## config.mk

```make
export PLATFORM = sky130hd
export DESIGN_NAME = decode_issue_flat
export DESIGN_NICKNAME = d
export VERILOG_FILES = /design/src/rtl/isa_pkg.sv /design/src/rtl/decode_issue_if.sv /design/src/rtl/decode_issue_scoreboard.sv /design/src/rtl/decode_issue.sv /design/src/flat_wrapper.sv
export SDC_FILE = /design/constraint.sdc
export NUM_CORES = 1
export LEC_CHECK = 0
export CORE_ASPECT_RATIO = 0.8
export CORE_MARGIN = 1.5
export CORE_UTILIZATION = 45
export DETAILED_ROUTE_END_ITERATION = 10
export PLACE_DENSITY = 0.72
export SLEW_MARGIN = 15
export SYNTH_ARGS = -nofsm -noshare
export SYNTH_HDL_FRONTEND = slang
export SYNTH_SLANG_ARGS = --single-unit
```

## constraint.sdc

```tcl
create_clock -name clk_i -period 4.1 [get_ports clk_i]
set_input_delay 0.82 -clock clk_i [delete_from_list [all_inputs] [get_ports clk_i]]
set_output_delay 0.82 -clock clk_i [all_outputs]
set_load 0.01 [all_outputs]
```

## src/rtl/isa_pkg.sv

```systemverilog
// Shared ISA definitions: instruction field layout, opcode decode helpers and
// the issue bundle handed from decode to execute.
package isa_pkg;

  localparam int unsigned XLEN    = 32;
  localparam int unsigned NREG    = 32;
  localparam int unsigned RA_W    = 5;
  localparam int unsigned OP_W    = 6;
  localparam int unsigned IMM_W   = 16;
  localparam int unsigned STALL_W = 16;

  localparam int unsigned OP_LSB  = 26;
  localparam int unsigned DR_LSB  = 21;
  localparam int unsigned SR1_LSB = 16;
  localparam int unsigned SR2_LSB = 11;
  localparam int unsigned IMM_LSB = 0;

  localparam logic [OP_W-1:0] OP_NOP  = 6'd0;
  localparam logic [OP_W-1:0] OP_ALU  = 6'd1;
  localparam logic [OP_W-1:0] OP_ALUI = 6'd2;
  localparam logic [OP_W-1:0] OP_ST   = 6'd3;
  localparam logic [OP_W-1:0] OP_LD   = 6'd4;
  localparam logic [OP_W-1:0] OP_BR   = 6'd5;

  typedef struct packed {
    logic [OP_W-1:0] op;
    logic [RA_W-1:0] dr;
    logic            we;
    logic [RA_W-1:0] sr1;
    logic [RA_W-1:0] sr2;
    logic [XLEN-1:0] imm;
    logic [XLEN-1:0] pc;
  } issue_t;

  function automatic logic [OP_W-1:0] op_of(input logic [XLEN-1:0] instr);
    return instr[OP_LSB +: OP_W];
  endfunction

  function automatic logic [RA_W-1:0] dr_of(input logic [XLEN-1:0] instr);
    return instr[DR_LSB +: RA_W];
  endfunction

  function automatic logic [RA_W-1:0] sr1_of(input logic [XLEN-1:0] instr);
    return instr[SR1_LSB +: RA_W];
  endfunction

  function automatic logic [RA_W-1:0] sr2_of(input logic [XLEN-1:0] instr);
    return instr[SR2_LSB +: RA_W];
  endfunction

  function automatic logic [XLEN-1:0] imm_of(input logic [XLEN-1:0] instr);
    return {{(XLEN-IMM_W){instr[IMM_LSB+IMM_W-1]}}, instr[IMM_LSB +: IMM_W]};
  endfunction

  function automatic logic is_legal(input logic [OP_W-1:0] op);
    return (op == OP_NOP) || (op == OP_ALU) || (op == OP_ALUI) ||
           (op == OP_ST)  || (op == OP_LD)  || (op == OP_BR);
  endfunction

  function automatic logic uses_sr1(input logic [OP_W-1:0] op);
    return (op == OP_ALU) || (op == OP_ALUI) || (op == OP_LD) ||
           (op == OP_ST)  || (op == OP_BR);
  endfunction

  function automatic logic uses_sr2(input logic [OP_W-1:0] op);
    return (op == OP_ALU) || (op == OP_ST) || (op == OP_BR);
  endfunction

  function automatic logic writes_dr(input logic [OP_W-1:0] op);
    return (op == OP_ALU) || (op == OP_ALUI) || (op == OP_LD);
  endfunction

endpackage

```

## src/rtl/decode_issue_if.sv

```systemverilog
// Fetch, register-file address, issue, writeback and status signals of the
// decode/issue stage; slave is the stage itself, master its environment.
interface decode_issue_if;
  import isa_pkg::*;

  logic               in_valid;
  logic               in_ready;
  logic [XLEN-1:0]    in_instr;
  logic [XLEN-1:0]    in_pc;
  logic [RA_W-1:0]    sr1;
  logic [RA_W-1:0]    sr2;
  logic               out_valid;
  logic               out_ready;
  logic [OP_W-1:0]    out_op;
  logic [RA_W-1:0]    out_dr;
  logic               out_we;
  logic [XLEN-1:0]    out_imm;
  logic [XLEN-1:0]    out_pc;
  logic               wb_valid;
  logic [RA_W-1:0]    wb_dr;
  logic               flush;
  logic               illegal;
  logic [STALL_W-1:0] stall_cnt;

  modport slave (
    input  in_valid, in_instr, in_pc, out_ready, wb_valid, wb_dr, flush,
    output in_ready, sr1, sr2, out_valid, out_op, out_dr, out_we, out_imm,
           out_pc, illegal, stall_cnt
  );

  modport master (
    output in_valid, in_instr, in_pc, out_ready, wb_valid, wb_dr, flush,
    input  in_ready, sr1, sr2, out_valid, out_op, out_dr, out_we, out_imm,
           out_pc, illegal, stall_cnt
  );

endinterface

```

## src/rtl/decode_issue_scoreboard.sv

```systemverilog
// Pending-write mask: set on handoff to execute, cleared on writeback (set
// wins on a same-register collision), with two combinational source queries.
module decode_issue_scoreboard
  import isa_pkg::*;
(
  input  logic            clk_i,
  input  logic            rst_ni,
  input  logic            set_i,
  input  logic [RA_W-1:0] set_idx_i,
  input  logic            clr_i,
  input  logic [RA_W-1:0] clr_idx_i,
  input  logic [RA_W-1:0] q1_idx_i,
  input  logic [RA_W-1:0] q2_idx_i,
  output logic            q1_pend_c_o,
  output logic            q2_pend_c_o,
  output logic [NREG-1:0] pend_o
);

  logic [NREG-1:0] pend_q, pend_d;

  always_comb begin
    pend_d = pend_q;
    if (clr_i) pend_d[clr_idx_i] = 1'b0;
    if (set_i) pend_d[set_idx_i] = 1'b1;
  end

  always_ff @(posedge clk_i) begin
    if (!rst_ni) pend_q <= '0;
    else         pend_q <= pend_d;
  end

  // No bypass: a writeback this cycle still reads as pending
  assign q1_pend_c_o = pend_q[q1_idx_i];
  assign q2_pend_c_o = pend_q[q2_idx_i];
  assign pend_o      = pend_q;

endmodule

```

## src/rtl/decode_issue.sv

```systemverilog
// Decode/issue stage: one-entry decode holding register feeding a one-entry
// issue slot aligned with the register file's one-cycle read.
module decode_issue
  import isa_pkg::*;
(
  input logic           clk_i,
  input logic           rst_ni,
  decode_issue_if.slave io
);

  logic               d0_valid_q, d0_valid_d;
  logic [XLEN-1:0]    d0_instr_q, d0_instr_d;
  logic [XLEN-1:0]    d0_pc_q, d0_pc_d;
  logic               os_valid_q, os_valid_d;
  issue_t             os_q, os_d;
  logic               illegal_q, illegal_d;
  logic [STALL_W-1:0] stall_q, stall_d;

  logic [OP_W-1:0]    d0_op;
  logic [RA_W-1:0]    d0_sr1, d0_sr2;
  logic               d0_use1, d0_use2, d0_legal;
  issue_t             bundle;

  logic               p1, p2, os_hit1, os_hit2;
  logic               hazard, issue, accept, hold, handoff, in_ready_c;
  logic [NREG-1:0]    pend_unused;

  // Decode of the instruction waiting in D0
  always_comb begin
    d0_op       = op_of(d0_instr_q);
    d0_sr1      = sr1_of(d0_instr_q);
    d0_sr2      = sr2_of(d0_instr_q);
    d0_legal    = is_legal(d0_op);
    d0_use1     = uses_sr1(d0_op);
    d0_use2     = uses_sr2(d0_op);
    bundle      = '0;
    bundle.op   = d0_legal ? d0_op : OP_NOP;
    bundle.dr   = dr_of(d0_instr_q);
    bundle.we   = writes_dr(d0_op);
    bundle.sr1  = d0_use1 ? d0_sr1 : '0;
    bundle.sr2  = d0_use2 ? d0_sr2 : '0;
    bundle.imm  = imm_of(d0_instr_q);
    bundle.pc   = d0_pc_q;
  end

  decode_issue_scoreboard u_sb (
    .clk_i       (clk_i),
    .rst_ni      (rst_ni),
    .set_i       (handoff),
    .set_idx_i   (os_q.dr),
    .clr_i       (io.wb_valid),
    .clr_idx_i   (io.wb_dr),
    .q1_idx_i    (d0_sr1),
    .q2_idx_i    (d0_sr2),
    .q1_pend_c_o (p1),
    .q2_pend_c_o (p2),
    .pend_o      (pend_unused)
  );

  // The slot's destination is not in PEND until its handoff edge
  assign os_hit1    = os_valid_q & os_q.we & (os_q.dr == d0_sr1);
  assign os_hit2    = os_valid_q & os_q.we & (os_q.dr == d0_sr2);
  assign hazard     = d0_valid_q & ((d0_use1 & (p1 | os_hit1)) |
                                    (d0_use2 & (p2 | os_hit2)));
  assign issue      = d0_valid_q & ~hazard & (~os_valid_q | io.out_ready) & ~io.flush;
  assign in_ready_c = ~io.flush & (~d0_valid_q | issue);
  assign accept     = io.in_valid & in_ready_c;
  assign hold       = os_valid_q & ~io.out_ready;
  assign handoff    = os_valid_q & io.out_ready & os_q.we;

  always_comb begin
    d0_valid_d = d0_valid_q;
    d0_instr_d = d0_instr_q;
    d0_pc_d    = d0_pc_q;
    os_valid_d = os_valid_q;
    os_d       = os_q;
    illegal_d  = issue & ~d0_legal;
    stall_d    = stall_q;
    if (hazard && stall_q != '1) stall_d = stall_q + STALL_W'(1);
    if (io.flush) begin
      d0_valid_d = 1'b0;
      os_valid_d = 1'b0;
    end else begin
      if (accept) begin
        d0_valid_d = 1'b1;
        d0_instr_d = io.in_instr;
        d0_pc_d    = io.in_pc;
      end else if (issue) begin
        d0_valid_d = 1'b0;
      end
      if (issue) begin
        os_valid_d = 1'b1;
        os_d       = bundle;
      end else if (io.out_ready) begin
        os_valid_d = 1'b0;
      end
    end
  end

  always_ff @(posedge clk_i) begin
    if (!rst_ni) begin
      d0_valid_q <= 1'b0;
      d0_instr_q <= '0;
      d0_pc_q    <= '0;
      os_valid_q <= 1'b0;
      os_q       <= '0;
      illegal_q  <= 1'b0;
      stall_q    <= '0;
    end else begin
      d0_valid_q <= d0_valid_d;
      d0_instr_q <= d0_instr_d;
      d0_pc_q    <= d0_pc_d;
      os_valid_q <= os_valid_d;
      os_q       <= os_d;
      illegal_q  <= illegal_d;
      stall_q    <= stall_d;
    end
  end

  // A stalled slot re-reads its own operands so the read data stays put
  always_comb begin
    io.sr1 = '0;
    io.sr2 = '0;
    if (hold) begin
      io.sr1 = os_q.sr1;
      io.sr2 = os_q.sr2;
    end else if (d0_valid_q) begin
      io.sr1 = bundle.sr1;
      io.sr2 = bundle.sr2;
    end
  end

  assign io.in_ready  = in_ready_c;
  assign io.out_valid = os_valid_q;
  assign io.out_op    = os_q.op;
  assign io.out_dr    = os_q.dr;
  assign io.out_we    = os_q.we;
  assign io.out_imm   = os_q.imm;
  assign io.out_pc    = os_q.pc;
  assign io.illegal   = illegal_q;
  assign io.stall_cnt = stall_q;

endmodule

```

## src/flat_wrapper.sv

```systemverilog
// flat-port wrapper written by rule: the top's interface ports become plain ports
module decode_issue_flat import isa_pkg::*;
  (clk_i, rst_ni, io_in_valid, io_in_instr, io_in_pc, io_out_ready, io_wb_valid, io_wb_dr, io_flush, io_in_ready, io_sr1, io_sr2, io_out_valid, io_out_op, io_out_dr, io_out_we, io_out_imm, io_out_pc, io_illegal, io_stall_cnt);
  decode_issue_if io_i ();
  input logic clk_i;
  input logic rst_ni;
  input wire logic [$bits(io_i.in_valid)-1:0] io_in_valid;
  input wire logic [$bits(io_i.in_instr)-1:0] io_in_instr;
  input wire logic [$bits(io_i.in_pc)-1:0] io_in_pc;
  input wire logic [$bits(io_i.out_ready)-1:0] io_out_ready;
  input wire logic [$bits(io_i.wb_valid)-1:0] io_wb_valid;
  input wire logic [$bits(io_i.wb_dr)-1:0] io_wb_dr;
  input wire logic [$bits(io_i.flush)-1:0] io_flush;
  output wire logic [$bits(io_i.in_ready)-1:0] io_in_ready;
  output wire logic [$bits(io_i.sr1)-1:0] io_sr1;
  output wire logic [$bits(io_i.sr2)-1:0] io_sr2;
  output wire logic [$bits(io_i.out_valid)-1:0] io_out_valid;
  output wire logic [$bits(io_i.out_op)-1:0] io_out_op;
  output wire logic [$bits(io_i.out_dr)-1:0] io_out_dr;
  output wire logic [$bits(io_i.out_we)-1:0] io_out_we;
  output wire logic [$bits(io_i.out_imm)-1:0] io_out_imm;
  output wire logic [$bits(io_i.out_pc)-1:0] io_out_pc;
  output wire logic [$bits(io_i.illegal)-1:0] io_illegal;
  output wire logic [$bits(io_i.stall_cnt)-1:0] io_stall_cnt;
  assign io_i.in_valid = io_in_valid;
  assign io_i.in_instr = io_in_instr;
  assign io_i.in_pc = io_in_pc;
  assign io_i.out_ready = io_out_ready;
  assign io_i.wb_valid = io_wb_valid;
  assign io_i.wb_dr = io_wb_dr;
  assign io_i.flush = io_flush;
  assign io_in_ready = io_i.in_ready;
  assign io_sr1 = io_i.sr1;
  assign io_sr2 = io_i.sr2;
  assign io_out_valid = io_i.out_valid;
  assign io_out_op = io_i.out_op;
  assign io_out_dr = io_i.out_dr;
  assign io_out_we = io_i.out_we;
  assign io_out_imm = io_i.out_imm;
  assign io_out_pc = io_i.out_pc;
  assign io_illegal = io_i.illegal;
  assign io_stall_cnt = io_i.stall_cnt;
  decode_issue u_core (.clk_i(clk_i), .rst_ni(rst_ni), .io(io_i));
endmodule
```

==> results.toml <==
[timing]
slew_headroom = 0.355
period_minus_slack_ns = 3.89
rsz0062_at_grt = "false"
hold_viol_final = 0
worst_pin_slew_ns = 0.968
drv_slew = 0
setup_tns_ns = 0
fmax_mhz = 257
finalSetupViolCount = 0
fin_crit_sh = 0.948
clock_skew_ns = 0.0140

[flow_run]
timing.max_cap.violations = 0

[final_layout]
drive_gt1_frac = 0.0758
instances_no_fill = 1322
diodes = 0
synthToLayoutAreaGrowth_pct = 23.9
nNetsFinal = 1132
fill_cells = 1637

[clocking]
cts.sinks = 185
cts_buffer_depth = 2
htree_levels = 4
ctsResizeCount = 0
cts-hold-fix-buffers = 0
cts_root_buffer = "clkbuf_16"
clkLatencyLatePin_ns = 0.43
clk_pin_slew_ns = 0.07
cts_tree = "built"
cts_made_buffers = 17
cts_setup_buffers = 0

[synthesis]
ys_async_sr_fraction = 0
synth.cells.most_frequent = "dfxtp_1, nand2_1, o21ai_0, nand3_1, nor2_1"
synthTopCellsByArea = "dfxtp_1, mux2i_1, buf_4, o21ai_0, nand3_1"
syn_inst = 989
synth_area_um2 = 8530
syn_avg_cell_area_um2 = 8.62
synth_nets = 1065
yosysMostFrequentCell = "dfxtp_1"
yosysSeqAreaShare = 0.434
synth_edf_count = 0
synth_top_flop_cell = "dfxtp_1"
yosysUniqueCellTypes = 50
ys_ff_latch = 185
synth_top_area_cell = "dfxtp_1"
yosys_warnings = 0
yosysTopAreaCellShare = 0.434

[route]
vias = 7103
drc = 0
postRouteAntennaNets = 0
wl_um = 22000
drt_iter0_drc = 454
firstDrtPassIters = 5
wl_per_cell_um = 16.6
viasPerCell = 5.37

[die]
dieHeight_um = 126
start_util = 0.465
std_cell_rows = 44
die_x_um = 157
die_area_um2 = 19800
core_area_um2 = 18300
boundaryPins = 180

[pwr]
p_total_mw = 3.94
power.leakage_nw = 4.06
powerDensity_nw_per_um2 = 373
worst_ir_drop_vdd_v = 0.000261

[placed_design]
hpwl_um = 14800
place_congestion = 0.949
place_inst = 1290
io_buffers = 179

[grt]
grt_max_degree = 98
grt_pass1_wl_um = 34900
antenna_found_initial = 0
overflow = 0
grt_use_total = 0.224
grt_pass1_vias = 6667

[critical_path]
crit_chain = "mux2_2, nand3b_1, o311ai_0, o41ai_2, o22ai_2, o21a_1, nor2_1, clkdlybuf4s50_1"
crit_family = "compound AO/OA/AOI/OAI gates"
start_kind = "flip-flop"
critPathMaxStageDelay_ns = 0.59
crit_type = "reg2out"
critPathSlowestCell = "dfxtp_1"
cp_max_fo = 10
critPathRequiredTime_ns = 3.28
crit_arrival_ns = 3.07
crit_buf_inv = 1
end_kind = "primary output"

[min_path]
hp-class = "reg2reg"

[status]
outcome = "completed"
cells by family after synthesis:
logic type | count (synthesis) | share of synthesized area
xor gates and xnor gates | 15 | 0.0154
muxes | 78 | 0.108
AOI/OAI and AO/OA | 190 | 0.132
buffers and inverters | 157 | 0.110
DFF | 185 | 0.434
adders and majority gates | 1 | 0.00147
and+or+nand+nor | 363 | 0.199
stage by stage:
| step | setup WS (ns) | hold WS [ns] | instance area, µm² | util |
|---|---|---|---|---|
| after floorplan | 1.20 | 0.432 | 8530 | - |
| after global placement | 0.689 | 0.443 | 9950 | 0.543 |
| after detailed placement | 0.645 | 0.454 | 9950 | 0.543 |
| after CTS | 0.204 | 0.464 | 10600 | 0.577 |
| after global routing | 0.0699 | 0.486 | 10600 | 0.577 |
| final | 0.213 | 0.458 | 10600 | 0.577 |
cell type report:
cell class | count | area [µm²] | area share
Multi-Input combinational cell | 647 | 3910 | 0.370
Sequential cell | 185 | 3700 | 0.350
Clock buffer | 18 | 439 | 0.0416
Tap cell | 253 | 317 | 0.0300
Clock inverter | 14 | 180 | 0.0170
Inverter | 5 | 20.0 | 0.00189
Timing Repair Buffer | 200 | 2000 | 0.189
tightest hold or removal path: stages (launching register included):
cell,delay (ns)
dfxtp_1,0.31
nand2_1,0.05
a21oi_1,0.05
state kept, by name, summed over array words and instances (netlist names):
name                 flops
u_core.io.out_valid      1
u_core.io.out_dr         5
u_core.io.out_op         6
u_core.io.out_imm       16
u_core.d0_instr_q       32
u_core.io.out_we         1
u_core.io.illegal        1
u_core.io.out_pc        32
u_core.d0_pc_q          32
u_core.os_q             10
u_core.u_sb.pend_o      32
u_core.d0_valid_q        1
u_core.io.stall_cnt     16
final timing paths:
kind	startpoint	endpoint	slack [ns]	cells after the start
max	u_core.d0_instr_q[18]	io_in_ready	0.21	8
min	u_core.io.out_op[0]	u_core.io.out_op[0]	0.46	2
max reg2reg	u_core.d0_instr_q[18]	u_core.io.stall_cnt[7]	0.83	10
min reg2reg	u_core.io.out_op[0]	u_core.io.out_op[0]	0.46	2
where the power goes:
group	switching, mW	internal, mW	total, mW
Sequential	0.0494	1.85	1.90
Clock	0.772	0.942	1.71
Combinational	0.171	0.161	0.332
metal layers:
metal / vias to the layer above / global-route usage / wire [µm]
li1: 3485 / - / -
met4: 0 / 0.0622 / 197
met3: 17 / 0.0723 / 2110
met2: 267 / 0.342 / 9750
met5: - / 0 / 0
met1: 3334 / 0.304 / 9920
cell usage in the layout (no fill, tap or decap), drive strengths merged, types with 11 or more instances in the layout:
cell             n
a21oi           37
nor2            88
mux2i           64
buf             22
nand2          113
a22o            11
clkbuf          18
o21ai          103
dfxtp          185
mux4            11
clkdlybuf4s50  178
o21a            17
nand3           93
Power figures use the tool's default switching activity.
